**src/rtl/bi_stream_decoder.sv**
```systemverilog
// Bipolar stochastic bitstream decoder.
// Counts ones over a window of 2^WINLOG valid bits and reports two results:
// the raw ones count k, and the signed bipolar value k - L/2.
module bi_stream_decoder #(
    parameter int unsigned WINLOG = 8
) (
    input  logic            clk,
    input  logic            rst_n,
    input  logic            iBit,
    input  logic            iBitVld,
    input  logic            start,
    input  logic            clr,
    input  logic            iAck,
    output logic            busy,
    output logic            oValid,
    output logic [WINLOG:0] oCnt,
    output logic [WINLOG:0] oVal
);

    localparam int unsigned    HalfInt = 2 ** (WINLOG - 1);
    localparam logic [WINLOG:0] Half   = (WINLOG + 1)'(HalfInt);

    typedef enum logic [1:0] {StIdle, StAcc, StHold} state_e;

    state_e              state_q, state_d;
    logic [WINLOG-1:0]   wc_q, wc_d;      // valid bits accepted so far
    logic [WINLOG:0]     oc_q, oc_d;      // ones seen so far; one extra bit so k = L fits
    logic [WINLOG:0]     cnt_q, cnt_d;
    logic [WINLOG:0]     val_q, val_d;
    logic                valid_q, valid_d;
    logic [WINLOG:0]     bit_ext;
    logic [WINLOG:0]     fin_cnt;

    // Next-state and result computation; clr overrides everything else.
    always_comb begin
        state_d = state_q;
        wc_d    = wc_q;
        oc_d    = oc_q;
        cnt_d   = cnt_q;
        val_d   = val_q;
        valid_d = valid_q;
        bit_ext = {{WINLOG{1'b0}}, iBit & iBitVld};
        fin_cnt = oc_q + bit_ext;

        if (clr) begin
            state_d = StIdle;
            wc_d    = '0;
            oc_d    = '0;
            valid_d = 1'b0;
        end else begin
            unique case (state_q)
                StIdle, StHold: begin
                    if (start) begin
                        // The start-cycle sample opens the window; counters are already zero.
                        state_d = StAcc;
                        valid_d = 1'b0;
                        wc_d    = wc_q + WINLOG'(iBitVld);
                        oc_d    = oc_q + bit_ext;
                    end else if (state_q == StHold && iAck) begin
                        state_d = StIdle;
                        valid_d = 1'b0;
                    end
                end
                StAcc: begin
                    if (iBitVld) begin
                        if (wc_q == '1) begin
                            // L-th valid bit: publish result and wrap the counters.
                            state_d = StHold;
                            cnt_d   = fin_cnt;
                            val_d   = fin_cnt - Half;
                            valid_d = 1'b1;
                            wc_d    = '0;
                            oc_d    = '0;
                        end else begin
                            wc_d = wc_q + WINLOG'(1);
                            oc_d = fin_cnt;
                        end
                    end
                end
                default: state_d = StIdle;
            endcase
        end
    end

    // State and result registers with asynchronous active-low reset.
    always_ff @(posedge clk or negedge rst_n) begin
        if (!rst_n) begin
            state_q <= StIdle;
            wc_q    <= '0;
            oc_q    <= '0;
            cnt_q   <= '0;
            val_q   <= '0;
            valid_q <= 1'b0;
        end else begin
            state_q <= state_d;
            wc_q    <= wc_d;
            oc_q    <= oc_d;
            cnt_q   <= cnt_d;
            val_q   <= val_d;
            valid_q <= valid_d;
        end
    end

    assign busy   = (state_q == StAcc);
    assign oValid = valid_q;
    assign oCnt   = cnt_q;
    assign oVal   = val_q;

endmodule

```
**config.mk**
```make
export PLATFORM = sky130hd
export DESIGN_NAME = bi_stream_decoder
export DESIGN_NICKNAME = d
export VERILOG_FILES = /design/src/rtl/bi_stream_decoder.sv
export SDC_FILE = /design/constraint.sdc
export NUM_CORES = 1
export LEC_CHECK = 0
export CELL_PAD_IN_SITES_DETAIL_PLACEMENT = 0
export CELL_PAD_IN_SITES_GLOBAL_PLACEMENT = 1
export CORE_MARGIN = 5
export CORE_UTILIZATION = 44
export DETAILED_ROUTE_END_ITERATION = 6
export PLACE_DENSITY = 0.89
export SLEW_MARGIN = 40
export SYNTH_ARGS = -nofsm -noshare
export SYNTH_HDL_FRONTEND = slang
export SYNTH_SLANG_ARGS = --single-unit
```
**constraint.sdc**
```tcl
create_clock -name clk -period 3.4 [get_ports clk]
set_clock_uncertainty 0.15 [all_clocks]
set_input_delay 0.51 -clock clk [delete_from_list [all_inputs] [get_ports clk]]
set_output_delay 0.51 -clock clk [all_outputs]
set_load 0.05 [all_outputs]
```
---- Word-level counts from Yosys, hierarchy flattened ----
Cells that the tools add are included.
cells by class
  $add $sub $neg .......................... 4
  equality and inequality tests ........... 7
  muxes and demuxes ....................... 22
  bitwise operators ....................... 2
  reductions and logical operators ........ 8
operator list
  cell                   number
  $mux W9                4
  $mux W8                4
  $pmux W9 S2            1
  $pmux W8 S2            1
  $mux W2                5
  $add A9 B1 Y9          1
  $sub A9 B8 Y9 const B  1
  $add A8 B1 Y8          1
  $add A8 B1 Y8 const B  1
  $eq A8 B8 Y1 const B   1
  $reduce_and A4 Y1      2
  $ne A3 B3 Y1 const B   2
  $reduce_and A3 Y1      2
  $mux W1                5
  $ne A4 B4 Y1 const B   1
  $pmux W2 S2            1
  $ne A3 B2 Y1 const B   1
  $reduce_bool A3 Y1     1
  $eq A2 B1 Y1 const B   1
  $eq A2 B2 Y1 const B   1
  $logic_not A2 Y1       1
  $pmux W1 S2            1
  $reduce_or A2 Y1       1
  $and A1 B1 Y1          1
  other kinds (2)        2
storage, ports and cells
  register bits ........................... 38
  input bits .............................. 7
  output and inout bits ................... 20
  logic and storage cells ................. 49

---- Logic depth before layout (Yosys ltp) ----
  depth after elaboration ................. 6
  gate-level depth with buffers ........... 8
  depth with buffers taken out ............ 8

---- Least setup slack after synthesis ----
Ideal clock, no wire load.
  path type ............................... input -> register
  from .................................... input port iBitVld
  to ...................................... register val_q[8] (netlist: oVal[8])
  arrival time ............................ 1.687 ns
  data required time ...................... 3.123 ns
  slack ................................... 1.435 ns
  cell stages on the path ................. 8
  path buffers ............................ 0
  cell sequence ........................... and2_1 ha_1 ha_1 nand3_1 nor2_1 xnor2_1 xor2_1 o21ai_0
between the ends
  cells in the longest elaborated chain, start to end .. 3
RTL lines
  element               RTL line  text
  start, declared       10        input logic iBitVld,
  $and A1 B1 Y1         42        bit_ext = {{WINLOG{1'b0}}, iBit & iBitVld};
  $add A9 B1 Y9         43        fin_cnt = oc_q + bit_ext;
  $sub A9 B8 Y9         70        val_d = fin_cnt - Half;
  end signal, assigned  99        val_q <= val_d;
  end, declared         29        logic [WINLOG:0] val_q, val_d;
Parallel ways exist; a longest one is shown, timed or not.
A chain may end at the register's enable or synchronous reset.

---- Worst setup path after layout ----
  from .................................... register state_q[1]
  to ...................................... output port busy
between the ends
  cells in the longest elaborated chain, start to end .. 1
RTL lines
  element                 RTL line  text
  start, declared         25        state_e state_q, state_d;
  start signal, assigned  88        state_q <= StIdle;
  start signal, assigned  95        state_q <= state_d;
  $eq A2 B1 Y1            104       assign busy = (state_q == StAcc);
  end, declared           14        output logic busy,
Every way passes these cells.

==> results.sh <==
export IMPL_status="complete, no violations"
export IMPL_diodes=0
export IMPL_vdd_drop_max_mv=0.331
export IMPL_p_clk_frac=0.444
export IMPL_fin_cells=248
export IMPL_drtPass1Iterations=4
export IMPL_grt_setup_unrepaired="false"
export IMPL_worstMarginPinSlew_ns=0.514
export IMPL_slew_violations=0
export IMPL_wire_per_inst_um=12.8
export IMPL_coreArea_mm2=0.00372
export IMPL_cp_max_fo=7
export IMPL_drt_wl_total_mm=3.17
export IMPL_p_comb_frac=0.098
export IMPL_synth_ff_type="dfrtp_1"
export IMPL_grt_pass1_wl_mm=5.75
export IMPL_max_freq_ghz=0.383
export IMPL_yosys_warnings=0
export IMPL_wl_met2_mm=1.55
export IMPL_muxShareOfSynthArea=0.0205
export IMPL_io_buffers=26
export IMPL_fin_crit_sh=0.768
export IMPL_yosys_cell_types_count=40
export IMPL_fill_cells=340
export IMPL_synth_async_reset_ratio=1.00
export IMPL_power_frac_seq=0.458
export IMPL_fp_row_count=22
export IMPL_postCtsSetupBuffers=0
export IMPL_drt_iter0_markers=56
export IMPL_synth_area_mm2=0.00171
export IMPL_drc=0
export IMPL_fin_tns_setup_ns=0
export IMPL_critPathArrivalTime_ns=1.95
export IMPL_die_w_um=72.3
export IMPL_syn_to_final_growth_pct=21.5
export IMPL_grt_pass1_vias=1299
export IMPL_dpl_hpwl_mm=2.35
export IMPL_vias=1294
export IMPL_synth_top_family_by_area="simple AND/OR/NAND/NOR gates"
export IMPL_io_pins=27
export IMPL_cts_resized=0
export IMPL_antenna_found_initial=0
export IMPL_synth_fa_ha_area_frac=0.0439
export IMPL_synthSimpleGateAreaFrac=0.212
export IMPL_yosys_area_share_xor_xnor=0.0615
export IMPL_layout_min_cycle_time_ns=2.61
export IMPL_grtUsageTotal=0.142
export IMPL_root_buffer="clkbuf_8"
export IMPL_wl_met3_um=210
export IMPL_syn_area_per_cell_um2=9.66
export IMPL_drt_met1_wl_mm=1.36
export IMPL_max_slew_margin=0.656
export IMPL_grt_overflow=0
export IMPL_crit_path_end_kind="primary output"
export IMPL_synth_compound_area_share=0.146
export IMPL_ys_ff_latch=31
export IMPL_switching_share=0.232
export IMPL_power_switching_mw=0.195
export IMPL_dieArea_mm2=0.00523
export IMPL_cts_max_level=2
export IMPL_synth_edf_count=0
export IMPL_top_layer_used="met4"
export IMPL_setup_ws_ns=0.788
export IMPL_cp_start_kind="register"
export IMPL_maxCapViolations=0
export IMPL_worst_hold_path_type="register to register"
export IMPL_grt_max_degree=32
export IMPL_holdBufCountCts=0
export IMPL_worstSetupPathType="register to primary output"
export IMPL_via_per_inst=5.22
export IMPL_synth_nets=190
export IMPL_worstSkewPairLatency_ns=0.28
export IMPL_postRouteAntennaNets=0
export IMPL_placedCellCount=240
export IMPL_drive_gt1_frac=0.0950
export IMPL_cp_data_required_time_ns=2.74
export IMPL_hold_viol_final=0
export IMPL_synth_seq_area_share=0.454
export IMPL_finalSetupViolCount=0
export IMPL_syn_inst=177
export IMPL_cts_buffers=5
export IMPL_post_route_util=0.559
export IMPL_initial_utilization=0.460
export IMPL_die_height_um=72.3
export IMPL_cts_tree="done"
export IMPL_clkSlewWorstSetupHoldPaths_ns=0.07
export IMPL_cts_sinks=31
export IMPL_gp_congestion=0.846
export IMPL_final_nets=212
export IMPL_p_leak_nw=0.891
export IMPL_pre_cts_ws_ns=0.590
export IMPL_cts_max_path_buffers=2
export IMPL_p_int_mw=0.646
export IMPL_power_density_mw_per_mm2=405
==> path summary, 6_finish.rpt <==
kind | from | end | slack [ns] | cells after the start
worst max-delay path | state_q[1] | busy | 0.79 | 3
worst min-delay path | oVal[8] | oVal[8] | 0.33 | 2
worst max register to register | state_q[1] | oc_q[2] | 1.37 | 6
worst min register to register | oVal[8] | oVal[8] | 0.33 | 2
max in group asynchronous | rst_n | oc_q[0] | 2.34 | 2
min in group asynchronous | rst_n | oCnt[1] | 0.46 | 2
==> power by group through the flow <==
stage / logic [mW] / clock network (mW) / registers [mW]
after floorplan: 0.0561 / 0 / 0.390
after global placement: 0.0817 / 0 / 0.392
after detailed placement: 0.0842 / 0 / 0.392
final: 0.0825 / 0.373 / 0.385
after global routing: 0.0932 / 0.408 / 0.386
after CTS: 0.0845 / 0.389 / 0.385
==> synth_stat cells (6+ instances only) <==
cell type   n  area (µm²)
buf_4       9        67.6
xnor2_1     8        70.1
nand3_1     7        35.0
nor2_1     12        45.0
ha_1        6        75.1
o21ai_0     8        40.0
nand2_1    31         116
o31ai_1     7        52.6
dfrtp_1    31         776
==> final cells by class <==
class | instances | area, µm² | area share
flip-flops and latches | 31 | 776 | 0.373
multi-input cells | 129 | 828 | 0.399
repair buffers | 28 | 275 | 0.133
inverters | 4 | 20.0 | 0.00964
clock buffers | 6 | 82.6 | 0.0398
clock inverters | 2 | 35.0 | 0.0169
well taps | 48 | 60.1 | 0.0289
==> placed cells by master (no fill, tap or decap), drive strengths merged, types with 3 or more instances in the layout <==
cell type and instances:
clkbuf 6, inv 4, nand3 8, o31ai 7
a31oi 4, o21ai 12, xnor2 8, nand2 31
xor2 4, clkdlybuf4s50 26, ha 6, a21o 4
nand2b 4, nor2 12, nand4 3, dfrtp 31
nor3 4, a21oi 3
==> sequential cells by signal (all words and copies together) (netlist names) <==
name     cells
oCnt         9
oc_q         9
state_q      2
oValid       1
wc_q         8
oVal         2
==> routing by layer <==
| metal | vias up | global-route usage |
|---|---|---|
| met5 | - | 0 |
| met4 | 0 | 0.0564 |
| met3 | 5 | 0.0554 |
| met2 | 36 | 0.240 |
| met1 | 598 | 0.161 |
| li1 | 655 | - |
==> cells by family after synthesis <==
| kind of cell | after synthesis |
|---|---|
| AND/OR/NAND/NOR | 73 |
| AO/OA/AOI/OAI | 35 |
| flip-flops | 31 |
| buffers and inverters | 17 |
| XOR/XNOR | 12 |
| adder cells (fa/ha/maj) | 6 |
| multiplexers | 3 |
==> metrics by stage <==
stage               cell area [µm²]  hold slack [ns]  total power [mW]
floorplan                      1710           0.0644             0.447
global placement               1960            0.307             0.473
detailed placement             1960            0.317             0.476
CTS                            2080            0.334             0.858
global route                   2080            0.370             0.888
finish                         2080            0.330             0.841
==> critical path, stage by stage, from the launching register on <==
cell             delay [ns]
dfrtp_1                0.39
nand2b_1               0.29
inv_6                  0.17
clkdlybuf4s50_1        0.83
(Power assumes the default switching activity.)
